[src/rtl/scoreboard_stall_unit.sv]
// Register scoreboard and pipeline stall generator: tracks registers awaiting
// long-latency writeback and detects load-use, RAW and WAW hazards in decode.
module scoreboard_stall_unit #(
  parameter int REG_INDEX_WIDTH   = 5,
  parameter int NUM_READ_PORTS    = 2,
  parameter int STALL_COUNT_WIDTH = 16,
  localparam int NUM_REGS         = 2 ** REG_INDEX_WIDTH
) (
  input  logic                                      clk,
  input  logic                                      rstN,
  input  logic [NUM_READ_PORTS*REG_INDEX_WIDTH-1:0] decodeReadRegisterIndices,
  input  logic [NUM_READ_PORTS-1:0]                 decodeReadRegisterValid,
  input  logic                                      decodeIsValid,
  input  logic [REG_INDEX_WIDTH-1:0]                decodeWriteRegisterIndex,
  input  logic                                      decodeIsLongLatencyOperation,
  input  logic [REG_INDEX_WIDTH-1:0]                executionStageWriteRegisterIndex,
  input  logic                                      isExecutionStageMemoryReadOperation,
  input  logic                                      longLatencyWritebackValid,
  input  logic [REG_INDEX_WIDTH-1:0]                longLatencyWritebackRegisterIndex,
  output logic                                      isPipelineStalled,
  output logic [1:0]                                stallCause,
  output logic [NUM_REGS-1:0]                       pendingRegisterMask,
  output logic [STALL_COUNT_WIDTH-1:0]              stalledCycleCount
);

  localparam logic [REG_INDEX_WIDTH-1:0]   REG_ZERO  = {REG_INDEX_WIDTH{1'b0}};
  localparam logic [STALL_COUNT_WIDTH-1:0] COUNT_ONE = {{(STALL_COUNT_WIDTH-1){1'b0}}, 1'b1};

  // x0 is hardwired: it never participates in any hazard or pending state.
  function automatic logic isNonZero(input logic [REG_INDEX_WIDTH-1:0] idx);
    return (idx != REG_ZERO);
  endfunction

  logic [NUM_REGS-1:0]          pendingMask_r;
  logic [NUM_REGS-1:0]          nextMask_s;
  logic [NUM_REGS-1:0]          effPending_s;
  logic [STALL_COUNT_WIDTH-1:0] stallCount_r;
  logic [STALL_COUNT_WIDTH-1:0] nextCount_s;
  logic                         loadUse_s;
  logic                         raw_s;
  logic                         waw_s;
  logic                         stall_s;
  logic [1:0]                   cause_s;
  logic                         issue_s;

  // Effective pending set: a writeback landing this cycle already satisfies its consumer.
  always_comb begin
    effPending_s = pendingMask_r;
    if (longLatencyWritebackValid) begin
      effPending_s[longLatencyWritebackRegisterIndex] = 1'b0;
    end else begin
      effPending_s = pendingMask_r;
    end
  end

  // Hazard detection and cause encoding (load-use > RAW > WAW).
  always_comb begin
    loadUse_s = 1'b0;
    raw_s     = 1'b0;
    for (int p = 0; p < NUM_READ_PORTS; p++) begin
      loadUse_s = loadUse_s
                | (decodeReadRegisterValid[p]
                   & isNonZero(decodeReadRegisterIndices[p*REG_INDEX_WIDTH +: REG_INDEX_WIDTH])
                   & isExecutionStageMemoryReadOperation
                   & (decodeReadRegisterIndices[p*REG_INDEX_WIDTH +: REG_INDEX_WIDTH]
                      == executionStageWriteRegisterIndex));
      raw_s = raw_s
            | (decodeIsValid
               & decodeReadRegisterValid[p]
               & isNonZero(decodeReadRegisterIndices[p*REG_INDEX_WIDTH +: REG_INDEX_WIDTH])
               & effPending_s[decodeReadRegisterIndices[p*REG_INDEX_WIDTH +: REG_INDEX_WIDTH]]);
    end
    waw_s = decodeIsValid & isNonZero(decodeWriteRegisterIndex)
          & effPending_s[decodeWriteRegisterIndex];
    stall_s = loadUse_s | raw_s | waw_s;
    if (loadUse_s) begin
      cause_s = 2'b01;
    end else if (raw_s) begin
      cause_s = 2'b10;
    end else if (waw_s) begin
      cause_s = 2'b11;
    end else begin
      cause_s = 2'b00;
    end
  end

  // Next scoreboard state: clear on writeback, then set on issue so a same-edge issue wins.
  always_comb begin
    issue_s = decodeIsValid & decodeIsLongLatencyOperation & ~stall_s
            & isNonZero(decodeWriteRegisterIndex);
    nextMask_s = pendingMask_r;
    if (longLatencyWritebackValid) begin
      nextMask_s[longLatencyWritebackRegisterIndex] = 1'b0;
    end else begin
      nextMask_s = pendingMask_r;
    end
    if (issue_s) begin
      nextMask_s[decodeWriteRegisterIndex] = 1'b1;
    end else begin
      nextMask_s[0] = 1'b0;
    end
    nextMask_s[0] = 1'b0;
  end

  // Saturating stall-cycle counter next value.
  always_comb begin
    if (stall_s && !(&stallCount_r)) begin
      nextCount_s = stallCount_r + COUNT_ONE;
    end else begin
      nextCount_s = stallCount_r;
    end
  end

  // State registers.
  always_ff @(posedge clk or negedge rstN) begin
    if (!rstN) begin
      pendingMask_r <= {NUM_REGS{1'b0}};
      stallCount_r  <= {STALL_COUNT_WIDTH{1'b0}};
    end else begin
      pendingMask_r <= nextMask_s;
      stallCount_r  <= nextCount_s;
    end
  end

  assign isPipelineStalled   = stall_s;
  assign stallCause          = cause_s;
  assign pendingRegisterMask = pendingMask_r;
  assign stalledCycleCount   = stallCount_r;

endmodule

[config.mk]
export PLATFORM = sky130hd
export DESIGN_NAME = scoreboard_stall_unit
export DESIGN_NICKNAME = d
export VERILOG_FILES = /design/src/rtl/scoreboard_stall_unit.sv
export SDC_FILE = /design/constraint.sdc
export NUM_CORES = 1
export LEC_CHECK = 0
export CAP_MARGIN = 40
export CORE_UTILIZATION = 55
export DETAILED_ROUTE_END_ITERATION = 7
export PLACE_DENSITY = 0.87
export SYNTH_ARGS = -nofsm -noshare
export SYNTH_HDL_FRONTEND = slang
export SYNTH_SLANG_ARGS = --single-unit
[constraint.sdc]
create_clock -name clk -period 8.96 [get_ports clk]
set_input_delay 1.344 -clock clk [delete_from_list [all_inputs] [get_ports clk]]
set_output_delay 1.344 -clock clk [all_outputs]
set_load 0.02 [all_outputs]
# ---- After elaboration in Yosys (flattened, before gate mapping)
# Cells that the tools add are included.
dict set report word_totals {
  reg_bits 47
  input_bits 33
  out_inout_bits 51
  elab_cells 59
}
dict set report op_classes {
  addsub 1
  n_lt_le_gt_ge 6
  n_eq_ne 2
  n_mux 15
  n_bitwise 25
  reduce_logical 8
}
# cell count
set op_table {}
lappend op_table {{32-bit bitwise AND} 1}
lappend op_table {{32-bit 2-to-1 mux} 1}
lappend op_table {{32-bit inverter} 1}
lappend op_table {{32-bit bitwise OR} 1}
lappend op_table {{31-bit 2-to-1 mux} 1}
lappend op_table {{5-bit by 6-bit less-than comparator with 1-bit output (second input constant)} 4}
lappend op_table {{1-bit bitwise AND} 17}
lappend op_table {{16-bit by 1-bit adder with 16-bit output (second input constant)} 1}
lappend op_table {{16-bit AND reduction} 1}
lappend op_table {{1-bit binary-select mux with 5-bit select} 3}
lappend op_table {{5-bit nonzero test} 3}
lappend op_table {{1-bit demux with 5-bit select} 2}
lappend op_table {{5-bit equality test} 2}
lappend op_table {{5-bit by 1-bit >= comparator with 1-bit output (second input constant)} 2}
lappend op_table {{2-bit 2-to-1 mux} 3}
lappend op_table {{1-bit 2-to-1 mux} 5}
lappend op_table {{1-bit bitwise OR} 4}
lappend op_table {{1-bit logical AND} 3}
lappend op_table {{1-bit logical NOT} 1}
lappend op_table {{1-bit inverter} 1}

# ---- Logic depth before layout (Yosys ltp)
dict set report depth {
  depth_word 17
  mapped_depth 14
}

# ---- Worst setup path after synthesis
# No wires, ideal clock.
dict set report synth_path {
  path_kind {input -> output}
  start {input longLatencyWritebackValid}
  end {output stallCause[0]}
  t_arrival_ns 3.772
  t_required_ns 7.616
  slack_ns 3.844
  path_stages 8
  n_path_buf 1
  cell_sequence {buf_2 or4b_4 o21ai_2 mux4_2 o211ai_1 and4b_1 or4_4 o31ai_1}
}
dict set report synth_via {
  elab_chain_len 7
  word_cells_on_any_way 14
  cone_classes {10 x mux; 4 x bitwise}
}
# item line
set synth_lines {}
lappend synth_lines {{from (decl)} 18} ;# input logic longLatencyWritebackValid,
lappend synth_lines {{32-bit 2-to-1 mux *} 49} ;# if (longLatencyWritebackValid) begin
lappend synth_lines {{1-bit binary-select mux with 5-bit select, on equally long branches} {74, 71}}
lappend synth_lines {{1-bit 2-to-1 mux, on equally long branches} {74, 71}}
lappend synth_lines {{1-bit bitwise AND, on equally long branches} {74, 71}}
lappend synth_lines {{2-bit 2-to-1 mux or 1-bit bitwise OR (tied branches)} {80, 68}}
lappend synth_lines {{2-bit 2-to-1 mux *} 78} ;# end else if (raw_s) begin
lappend synth_lines {{2-bit 2-to-1 mux *} 76} ;# if (loadUse_s) begin
lappend synth_lines {{to (decl)} 21} ;# output logic [1:0] stallCause,
# Mark *: on every way between the ends. The rest lies on a longest branch, timed or not. The select of a mux whose other input is x is not followed.

# ---- Worst setup path after layout
dict set report layout_path {
  start {input longLatencyWritebackRegisterIndex[0]}
  end {output stallCause[0]}
}
dict set report layout_via {
  elab_chain_len 13
  word_cells_on_any_way 21
  cone_classes {2 x order compare; 12 x mux; 6 x bitwise; 1 x reduce/logical}
}
# item line
set layout_lines {}
lappend layout_lines {{from (decl)} 19} ;# input logic [REG_INDEX_WIDTH-1:0] longLatencyWritebackRegisterIndex,
lappend layout_lines {{5-bit by 6-bit less-than comparator with 1-bit output (implied by the code) or 5-bit by 1-bit >= comparator with 1-bit output (tied branches)} 50} ;# effPending_s[longLatencyWritebackRegisterIndex] = 1'b0;
lappend layout_lines {{1-bit logical AND (implied by the code)} 50}
lappend layout_lines {{1-bit 2-to-1 mux (implied by the code)} 50}
lappend layout_lines {{1-bit demux with 5-bit select *} 50}
lappend layout_lines {{32-bit inverter (no source line) *} n/a}
lappend layout_lines {{32-bit bitwise AND (no source line) *} n/a}
lappend layout_lines {{32-bit 2-to-1 mux *} 49}
lappend layout_lines {{1-bit binary-select mux with 5-bit select, on equally long branches} {74, 71}}
lappend layout_lines {{1-bit 2-to-1 mux, on equally long branches} {74, 71}}
lappend layout_lines {{1-bit bitwise AND, on equally long branches} {74, 71}}
lappend layout_lines {{2-bit 2-to-1 mux or 1-bit bitwise OR (tied branches)} {80, 68}}
lappend layout_lines {{2-bit 2-to-1 mux *} 78}
lappend layout_lines {{2-bit 2-to-1 mux *} 76}
# Marked as above.

==> metrics.md <==
| Metric | Value |
|---|---|
| Run status | completed |
| Commonest non-fill, non-tap cell in the layout | clkdlybuf4s50_1 |
| P&R area growth vs syn | 25.2% |
| Final hold vios | 0 |
| Clk_lat worst skew | 0.30 ns |
| Cell area after synthesis | 3560 µm² |
| Rows | 28 |
| Part of the cycle the worst path needs | 0.727 |
| Min Tclk post-route | 6.51 ns |
| Gpl congestion | 1.06 |
| CTS clk-pin slew, worst paths | 0.09 ns |
| Met1 global-route usage | 0.539 |
| M2 GR Usage | 0.580 |
| Commonest cells after routing, fill and taps aside | clkdlybuf4s50_1 (81), o21ai_0 (48), dfrtp_1 (47) |
| Fin Clk Skew | 0.00526 ns |
| Cell variety after synth | 63 |
| Setup bufs post-CTS | 0 |
| First-pass GRT wire length | 19700 µm |
| Post-Synth Simple-Gate Area | 0.239 |
| CP arrival | 5.17 ns |
| Compound-Gate Fraction of Synth Area | 0.233 |
| CTS resizes | 0 |
| Worst hold slack | 0.511 ns |
| Largest family of logic cells by synthesized area | simple AND/OR/NAND/NOR gates |
| Fmax | 0.154 GHz |
| CP endpoint kind | primary output |
| Worst IR Drop VDD | 185 µV |
| Crit Path Category | in -> out |
| Fin Setup TNS | 0 ns |
| CTS root buffer | clkbuf_8 |
| Area contributors post-synth | dfrtp_1 (33%), o21ai_0 (6.7%), nand2_1 (4.2%) |
| Post-synth top flop | dfrtp_1 |
| Number of synthesized flops with an enable pin | 0 |
| DRC | 0 |
| PortBufs | 82 |
| Initial antenna violation count | 0 |
| Critical path peak fanout | 17 |
| Slew headroom | 0.426 |
| Vias in the first global route | 3719 |
| H-tree Lvls | 2 |
| Max_cap viols | 0 |
| Routing usage on met3 | 0.112 |
| RSZ-0062 raised after global routing | no |
| Initial core utilization | 0.585 |
| CORE AREA | 6100 µm² |
| Congestion Overflow GR | 0 |
| Detailed-route via count | 3956 |
| CTS Buf Count | 5 |
| Die area | 6810 µm² |
| CP Data Required Time | 7.62 ns |
| Die Span X | 82.5 µm |
| Hold-fix buffers, CTS | 0 |
| Mux cell area share after synthesis | 0.0835 |
| All-Layer GR Usage | 0.397 |
| Iter 0 DRT Violations | 506 |
| Leading area contributor after synthesis | dfrtp_1 |
| Post-Synth Adder-Cell Area | 0.00351 |
| DR pass1 iterations | 5 |
| Post-synth net total | 452 |
| Sequential share of the synthesized area | 0.330 |
| DR WL/cell | 23.4 µm |
| Post-route ant nets | 0 |
| Post-synthesis xor/xnor area fraction | 0.0639 |
| HP Class | reg -> reg |
| CTS Sinks | 47 |
| Share of layout cells above drive strength 1 | 0.0626 |
| Mapped Avg Cell Area | 8.53 µm² |
| Final Worst Setup Slack | 2.45 ns |
| CP Launch Type | input pin |
| CTS tree | done |
| Global route hottest layer | met2 |
| Max-slew violations | 0 |
| Max clock buf depth | 2 |
| Post-Place Setup Slack | 2.64 ns |
| Die H | 82.5 µm |
| Synth async-reset ratio | 1.00 |
| Largest net degree at the start of global routing | 35 |
| I/O pins | 84 |
| LEAKAGE | 1.65 nW |
| Yosys reg bits | 47 |
| Post-Syn Instances | 418 |
| Yosys top cell area share | 0.330 |
| Synth warn | 0 |
| DPL Wire Length | 9450 µm |
| Total wire length | 13000 µm |
| Vias per Instance | 7.14 |
| Power Density | 166 nW/µm² |
| Fin nets | 512 |
| Least-Margin Pin Slew | 0.858 ns |
| Final setup violation count | 0 |
| Antenna fix cells | 0 |
==> stage by stage <==
| stage | util | power [W] | cell area (µm²) | std cells |
|---|---|---|---|---|
| floorplan | - | 0.000452 | 3560 | 418 |
| finish | 0.732 | 0.000742 | 4460 | 554 |
| global placement | 0.713 | 0.000594 | 4350 | 545 |
| global route | 0.732 | 0.000770 | 4460 | 554 |
| detailed placement | 0.716 | 0.000599 | 4370 | 546 |
| CTS | 0.732 | 0.000736 | 4460 | 554 |
==> power by group <==
group | internal, W | switching [W] | total, W
Sequential | 0.000249 | 0.0000455 | 0.000295
Combinational | 0.000137 | 0.000173 | 0.000310
Clock | 0.0000633 | 0.0000737 | 0.000137
Total | 0.000450 | 0.000292 | 0.000742
==> final timing paths <==
| path | startpoint | end | slack (ns) | cells after the start |
|---|---|---|---|---|
| setup / recovery | longLatencyWritebackRegisterIndex[0] | stallCause[0] | 2.45 | 9 |
| min in group asynchronous | rstN | pendingRegisterMask[5]$_DFF_PN0_ | 0.94 | 1 |
| hold reg to reg | stalledCycleCount[12]$_DFFE_PN0P_ | stalledCycleCount[12]$_DFFE_PN0P_ | 0.51 | 1 |
| setup reg to reg | pendingRegisterMask[15]$_DFF_PN0_ | pendingRegisterMask[15]$_DFF_PN0_ | 5.63 | 8 |
| max in group asynchronous | rstN | stalledCycleCount[8]$_DFFE_PN0P_ | 7.52 | 2 |
| hold / removal | stalledCycleCount[12]$_DFFE_PN0P_ | stalledCycleCount[12]$_DFFE_PN0P_ | 0.51 | 1 |
==> state kept, by name, indices dropped and copies added (netlist names) <==
name,flops
stalledCycleCount,16
pendingRegisterMask,31
==> synthesized netlist by cell type (4+ instances only) <==
cell type   n
o21ai_0    48
dfrtp_1    47
nand2_1    40
nor2_1     23
clkbuf_1   19
o211ai_1   18
xnor2_1    17
nand3_1    16
mux2i_1    14
o21ai_1    13
nand4_1    12
xor2_1      9
and3_1      8
nor3_1      8
o2111ai_1   7
buf_2       6
inv_1       6
nand4b_1    6
mux4_2      5
nand2b_1    5
nor2b_1     5
nor4_1      5
o31ai_1     5
o41ai_1     5
buf_1       4
mux2_2      4
nor3b_1     4
==> critical path, stage by stage <==
cell,delay (ns)
clkdlybuf4s50_1,0.64
nand2b_1,0.49
o21ai_0,0.53
o22ai_1,0.17
o31ai_1,0.29
o2111ai_1,0.17
or4_4,0.61
o31ai_1,0.26
clkdlybuf4s50_1,0.64
==> final cells by class <==
cell class	instances	area, µm²
Clock inverter	1	8.76
Timing Repair Buffer	84	843
Multi-Input combinational cell	332	2220
Inverter	8	30.0
Sequential cell	47	1180
Clock buffer	7	86.3
Tap cell	75	93.8
Fill cell	502	1630
==> cell families after synthesis <==
logic type      Yosys count
simple gates            154
compound gates          127
flops                    47
buf+inv                  39
xor+xnor                 26
mux                      23
fa+ha+maj                 1
other cells               1
==> layer usage <==
layer  vias to the layer above  wire length, µm
li1                       1693                -
met1                      1873             5250
met2                       331             5460
met3                        59             1660
met4                         0              623
met5                         -                0
No activity file was read; power rests on OpenSTA's default activity.
